--- src/rtl/sensor_frame_rx.sv ---
// sensor_frame_rx: reassembles header/ID/32-bit data frames from UART byte strobes into {id, data} words.
// Optional trailing checksum byte and its check are built when SENSOR_FRAME_CHKSUM_EN is defined.
module sensor_frame_rx #(
    parameter logic [7:0] HEADER      = 8'hA5,
    parameter int         ID_NUM      = 8,
    parameter int         TIMEOUT_CYC = 1000
) (
    input  logic        sys_clk,
    input  logic        sys_rst,
    input  logic        rx_byte_f,
    input  logic [7:0]  rx_byte,
    output logic        store_data_f,
    output logic [39:0] store_data,
    output logic        err_f,
    output logic [1:0]  err_code,
    output logic [7:0]  err_cnt
);
    localparam int TW = $clog2(TIMEOUT_CYC);
`ifdef SENSOR_FRAME_CHKSUM_EN
    localparam int DW = 32;
    typedef enum logic [1:0] {IDLE, GET_ID, GET_DATA, GET_CHK} state_t;
    logic [7:0] acc;
`else
    localparam int DW = 24;
    typedef enum logic [1:0] {IDLE, GET_ID, GET_DATA} state_t;
`endif
    state_t state, state_nxt;
    logic [7:0] id;
    logic [DW-1:0] data;
    logic [1:0] bcnt;
    logic [TW-1:0] tcnt;
    logic fin, tmo, bad_id, chk_bad, ok_go, err_go;
    logic [39:0] word;
    logic [1:0] code;
    assign tmo = state != IDLE && !rx_byte_f && tcnt == TW'(TIMEOUT_CYC - 1);
    assign bad_id = {1'b0, id} >= 9'(ID_NUM);
`ifdef SENSOR_FRAME_CHKSUM_EN
    assign word = {id, data};
    assign chk_bad = rx_byte != acc;
`else
    // the 4th data byte is still on rx_byte when the frame is evaluated
    assign word = {id, data, rx_byte};
    assign chk_bad = 1'b0;
`endif
    assign ok_go = fin & ~bad_id & ~chk_bad;
    assign err_go = tmo | (fin & (bad_id | chk_bad));
    assign code = tmo ? 2'b10 : bad_id ? 2'b11 : 2'b01;

    always_ff @(posedge sys_clk or negedge sys_rst) begin
        if (!sys_rst) state <= IDLE;
        else state <= state_nxt;
    end

    always_comb begin
        state_nxt = state;
        fin = 1'b0;
        if (tmo) state_nxt = IDLE;
        else if (rx_byte_f)
            case (state)
                IDLE: state_nxt = rx_byte == HEADER ? GET_ID : IDLE;
                GET_ID: state_nxt = GET_DATA;
`ifdef SENSOR_FRAME_CHKSUM_EN
                GET_DATA: state_nxt = bcnt == 2'd3 ? GET_CHK : GET_DATA;
                GET_CHK: begin
                    fin = 1'b1;
                    state_nxt = IDLE;
                end
`else
                GET_DATA: begin
                    fin = bcnt == 2'd3;
                    state_nxt = fin ? IDLE : GET_DATA;
                end
`endif
                default: state_nxt = IDLE;
            endcase
    end

    always_ff @(posedge sys_clk or negedge sys_rst) begin
        if (!sys_rst) begin
            store_data_f <= 1'b0;
            store_data <= '0;
            err_f <= 1'b0;
            err_code <= '0;
            err_cnt <= '0;
            id <= '0;
            data <= '0;
            bcnt <= '0;
            tcnt <= '0;
`ifdef SENSOR_FRAME_CHKSUM_EN
            acc <= '0;
`endif
        end else begin
            store_data_f <= ok_go;
            err_f <= err_go;
            if (ok_go) store_data <= word;
            if (err_go) begin
                err_code <= code;
                err_cnt <= err_cnt + {7'd0, err_cnt != 8'hFF};
            end
            tcnt <= (state == IDLE || rx_byte_f) ? '0 : tcnt + 1'b1;
            if (rx_byte_f && state == GET_ID) begin
                id <= rx_byte;
                bcnt <= '0;
            end
            if (rx_byte_f && state == GET_DATA) begin
                data <= {data[DW-9:0], rx_byte};
                bcnt <= bcnt + 1'b1;
            end
`ifdef SENSOR_FRAME_CHKSUM_EN
            if (state == IDLE) acc <= '0;
            else if (rx_byte_f && state != GET_CHK) acc <= acc + rx_byte;
`endif
        end
    end
endmodule
--- config.mk ---
export PLATFORM = sky130hd
export DESIGN_NAME = sensor_frame_rx
export DESIGN_NICKNAME = d
export VERILOG_FILES = /design/src/rtl/sensor_frame_rx.sv
export SDC_FILE = /design/constraint.sdc
export NUM_CORES = 1
export LEC_CHECK = 0
export ABC_CLOCK_PERIOD_IN_PS = 4700
export BUFFER_PORTS_ARGS = -buffer_cell sky130_fd_sc_hd__buf_2
export CORE_MARGIN = 1.5
export CORE_UTILIZATION = 30
export DETAILED_ROUTE_END_ITERATION = 16
export GPL_TIMING_DRIVEN = 0
export SLEW_MARGIN = 20
export SYNTH_ARGS = -nofsm -noshare
export SYNTH_HDL_FRONTEND = slang
export SYNTH_SLANG_ARGS = --single-unit
--- constraint.sdc ---
create_clock -name sys_clk -period 4.7 [get_ports sys_clk]
set_input_delay 0.235 -clock sys_clk [delete_from_list [all_inputs] [get_ports sys_clk]]
set_output_delay 0.235 -clock sys_clk [all_outputs]
set_load 0.01 [all_outputs]
* Word level (Yosys, flattened, before mapping)
Index checks and enable logic that the tools add are counted.
** Word-level totals
- Output and inout bits :: 52
- Register bits :: 98
- RAM bits :: 0
- Memories kept :: 0
- Memory bits (read-only) :: 0
- Latch bits :: 0
- Input bits :: 11
** Cells by class
- Eq/ne operators :: 6
- Magnitude comparators :: 1
- Multipliers :: 0
- Muxes and demuxes :: 13
- Add/subtract/negate cells :: 3
- Reductions and logical operators :: 10
- Shift-type cells :: 0
- Bitwise logic cells :: 4
- Divide/modulo/power cells :: 0
** Operators by type and width (count)
- two-way mux 2 bit :: 7
- adder 10 x 1 -> 10 bit, second input constant :: 1
- equality test 10 bit, second input constant :: 1
- two-way mux 10 bit :: 1
- adder 8 x 1 -> 8 bit :: 1
- equality test 8 bit, second input constant :: 1
- greater-or-equal comparator 8 x 4 -> 1 bit, second input constant :: 1
- inequality test 8 bit, second input constant :: 1
- case mux 2 bit (3 select lines) :: 1
- nonzero test 2 bit :: 3
- equality test 2 bit, second input constant :: 2
- logical AND 1 bit :: 4
- two-way mux 1 bit :: 4
- adder 2 x 1 -> 2 bit, second input constant :: 1
- AND 1 bit :: 2
- equality test 2 x 1 -> 1 bit, second input constant :: 1
- logical NOT 2 bit :: 1
- logical NOT 1 bit :: 1
- logical OR 1 bit :: 1
- NOT 1 bit :: 1
- bitwise OR 1 bit :: 1

* Depth between registers and ports, before layout
- Depth in word-level cells :: 6
- Depth in mapped cells :: 8
- Gate-level depth less buffers :: 8

* Worst setup path before layout
No wires, ideal clock.
- Kind :: reg2reg
- Start :: register err_cnt[2]
- End :: register err_cnt[1]
- Required time :: 4575 ps
- Cell stages (with the launch flop) :: 7
- Buffers on the path :: 0
- Setup time :: 125 ps
- Setup slack :: 2813 ps
- Arrival :: 1762 ps
- Clock period less this slack :: 1887 ps
- Cells stage by stage :: dfrtp_1 -> and3_1 -> nand3_1 -> or2_2 -> ha_1 -> ha_1 -> mux2_2
** On the way
- Word-level cells in the longest chain between the ends :: 2
** RTL lines
- from (decl) :: line 16 : output logic [7:0] err_cnt
- from (signal assigned) :: line 98 : err_cnt <= err_cnt + {7'd0, err_cnt != 8'hFF};
- inequality test 8 bit :: line 98
- adder 8 x 1 -> 8 bit :: line 98
Every way passes these cells.
A chain may end at the register's enable or synchronous reset.

* Final worst setup path
- Start :: register state[0]
- End :: register store_data[3]
** On the way
- Word-level cells in the longest chain between the ends :: 5
- Elaborated cells between the ends (all ways) :: 8
- Classes of those cells :: 1 x eq/ne; 3 x mux; 1 x bitwise; 3 x reduce/logical
** RTL lines
- from (decl) :: line 27 : state_t state, state_nxt;
- from (signal assigned) :: line 51 : else state <= state_nxt;
- equality test 2 bit or nonzero test 2 bit (tied branches) :: line 59, 35
- two-way mux 1 bit or logical AND 1 bit (tied branches) :: line 59, 35
- two-way mux 1 bit or logical AND 1 bit (tied branches) :: line 58, 35
- two-way mux 1 bit (*) :: line 57 : if (tmo) state_nxt = IDLE;
- AND 1 bit (*) :: line 45 : assign ok_go = fin & ~bad_id & ~chk_bad;
- to (signal assigned) :: line 95 : if (ok_go) store_data <= word;
- to (decl) :: line 13 : output logic [39:0] store_data,
Mark *: on every way between the ends. The rest lies on a longest branch, timed or not.

==> reports/summary.md <==
Across the VDD grid, the largest voltage drop is 0.145 mV. Global routing finished with a remaining overflow of 0. In this run, distinct cell masters in the synthesized netlist total 34. Data on the critical path is required at its endpoint by 4920 ps. The Yosys step of the flow raised 0 warnings. The internal power of the cells totals 1.36 mW. Detailed placement finished with a half-perimeter wire length of 5630 um. In this run, post-CTS repair resized a total of 0 instances.

The detailed-route via count is 2521. The tree is rooted in a clkbuf_16. The floorplan step set the die height to 117 um.

Dividing the detail-routed via count by the number of cells gives 4.43. STA classifies the critical path endpoint as a flip-flop. The tools report the highest attainable clock frequency as 489 MHz. In this run the worst path has a maximum fanout of 10.

For this design the static power due to leakage is 2.54 nW. For this run, the post-layout net count is 408. The initial antenna violation count came out at 1.

Dividing total power by cell area gives a power density of 384 nW/um^2. The run gives 13000 um as the first-pass GRT wire length. The worst path uses 43.5% of the clock period. The final sum of negative setup slack was 0 ps; the global-route total usage across every layer was 12.7%. The area growth from synthesis to layout is 21.6%.

The worst setup path is of the flip-flop to flip-flop kind. TritonCTS built the clock tree. At the later pin of the worst-skew pair, clock insertion delay measures 340 ps.

The logs give 0 for the final number of setup-violating endpoints and 13700 um^2 for the die area. Yosys attributes the largest share of cell area to dfrtp_1, mux2_2, nand2_1. Clock-pin slew was measured on the worst setup and hold paths at 60 ps. The post-detailed-route DRC marker count came out at 0. The logs give 9 for the number of buffers added by the clock tree synthesis step and 41 for the number of rows in the core area. The die is 117 um wide.

The count of pins over their slew limit is 0. Combinational logic is responsible for 8.7% of the overall power. Of the total power, the share spent switching nets is 25.1%. The run finished with clean final reports. Sequential cells burn 54.6% of the power.

Counting every instance in the synthesized netlist gives 318. For the final database, setup skew stands at 5.80 ps. The run gives 63.0% as the register area share after synthesis.

The type of the worst min-delay path is primary input to flip-flop. Proportion of layout cells with a drive suffix above 1: 33.1%. Setup repair after global routing left no endpoint under its margin.

Entering global routing, the biggest net connects 61 pins. The tools report the final wirelength as 7830 um. Normalized max-slew margin: 59.9%. Residual antenna-violating net count after detailed routing: 0.

Per report_power, the clock group accounts for 36.7% of the total. The top-area cell type share of the netlist area is 63.0%, and the post-synthesis register bit count is 98. The number of H-tree branching levels is 3.

The synthesized design spends more area on one cell type than any other, namely dfrtp_1. Once placement finished, the instance area stood at 4450 um^2. The number of nets handed over by synthesis was 333. 63 I/O pins were placed. The number of iterations in the first detailed-routing pass was 4. Dividing the detail-routed wire length by the instance count gives 13.8 um. The logs give 4730 um^2 for the post-route standard cell area excluding fillers and 30.8% for the initial core utilization. In this run the power spent charging and discharging nets is 455 uW. The worst setup path is launched from a flip-flop.

After synthesis, the mean cell area works out to 12.2 um^2. The minimum clock period after layout is 2040 ps. For the pin with the worst max-slew slack, the measured transition is 601 ps.

The via count of the first global-routing pass is 2575, and the number of buffers added on ports is 62. The data arrival at the endpoint of the critical path was 2270 ps; the final estimated routing congestion in global placement was 0.762. For the area of the core, the log shows 12600 um^2. The clock drives 98 sinks. The tool flagged a number of max-cap violations equal to 0. For the maximum count of clock buffers along a single path, the log shows 2. The number of endpoints with negative hold slack in the final report was 0.

For this block, the initial DRC count from the detailed router was 93. In this run the cell area of the synthesized design comes to 3890 um^2.
==> synthesized netlist by cell type (all sizes together) <==
master and count:
buf 6, nor2b 5, nand2b 2, nand2 83, nor4bb 2, or4 2, and3 1, inv 2
o21ai 3, nand3 11, xor2 9, o211ai 1, nor2 10, nand3b 3, or2 2, a21oi 5
a21boi 3, and3b 1, or3 2, clkbuf 6, nand4 2, ha 4, nor3 4, dfrtp 98
xnor2 4, mux2 45, o21bai 1, a211oi 1
==> flip-flops by register name, summed over array words and instances, names as in the netlist <==
signal        count
store_data       40
id                8
bcnt              2
state             2
data             24
err_cnt           8
store_data_f      1
err_f             1
err_code          2
tcnt             10
==> stage by stage <==
step	hold slack (ps)	setup WS [ps]	total power, mW	utilization (%)	std cells
global route	145	2520	1.93	37.5	568
finish	149	2660	1.82	37.5	569
detailed placement	163	2630	1.17	35.3	553
floorplan	-60.6	2810	1.09	-	318
global placement	444	2420	1.15	35.0	552
CTS	137	2620	1.85	37.5	568
==> final timing paths <==
kind | slack (ps) | start | to | cells after the start
worst max-delay path | 2660 | state[0] | store_data[3] | 6
worst min-delay path | 150 | rx_byte[4] | data[4] | 3
worst max register to register | 2660 | state[0] | store_data[3] | 6
worst min register to register | 460 | tcnt[0] | tcnt[0] | 1
max in group asynchronous | 3730 | sys_rst | tcnt[6] | 3
min in group asynchronous | 360 | sys_rst | store_data[30] | 2
==> layout by cell type (no fill, tap or decap), drive strengths merged, types with 3 or more instances in the layout <==
cell and count:
clkbuf 16, inv 3, o21ai 3, nand3b 3, ha 4, xnor2 4
nor2 10, xor2 9, nand2 83, dfrtp 98, nand3 11, nor3 4
a21boi 3, mux2 45, nor2b 5, a21oi 5, buf 69
==> metal layers <==
| metal | global-route usage [%] | part of all wire, % | up-vias |
|---|---|---|---|
| li1 | - | - | 1207 |
| met1 | 15.5 | 45 | 1248 |
| met2 | 21.1 | 48 | 58 |
| met3 | 4.53 | 5.0 | 8 |
| met4 | 3.86 | 1.2 | 0 |
| met5 | 0 | 0 | - |
==> final cells by class <==
type | instances | area, um^2
clock inverter | 4 | 28.8
clock buffer | 10 | 239
sequential | 98 | 2450
antenna | 1 | 2.50
buffer | 12 | 62.6
tap | 172 | 215
multi-input combinational | 206 | 1370
timing repair buffer | 64 | 354
fill | 1273 | 7890
inverter | 2 | 7.51
==> cells by family after synthesis <==
group | Yosys count | share of synthesized area, %
and+or+nand+nor | 130 | 15.3
DFF | 98 | 63.0
muxes | 45 | 13.0
AOI/OAI and AO/OA | 14 | 2.67
buffers and inverters | 14 | 1.80
xor gates and xnor gates | 13 | 2.93
adders and majority gates | 4 | 1.29
==> worst max-delay path, stage by stage, from the launching register on <==
cell,delay (ps)
dfrtp_1,440
and3b_1,230
buf_2,240
nand2_1,130
nor3_4,250
buf_4,280
mux2_2,350
==> power groups by stage <==
stage | clock network [mW] | logic (mW) | registers [mW]
floorplan | 0 | 0.0977 | 0.992
global route | 0.743 | 0.187 | 1.00
detailed placement | 0 | 0.160 | 1.01
CTS | 0.700 | 0.162 | 0.992
global placement | 0 | 0.149 | 1.00
finish | 0.667 | 0.157 | 0.993
==> timing repair <==
item | in CTS | in global routing
endpoints found under the setup margin | 0 | 0
hold endpoints to repair | 38 | 0
buffers inserted | 0 | 0
hold buffers | 1 | 0
Power figures use the tool's default switching activity.
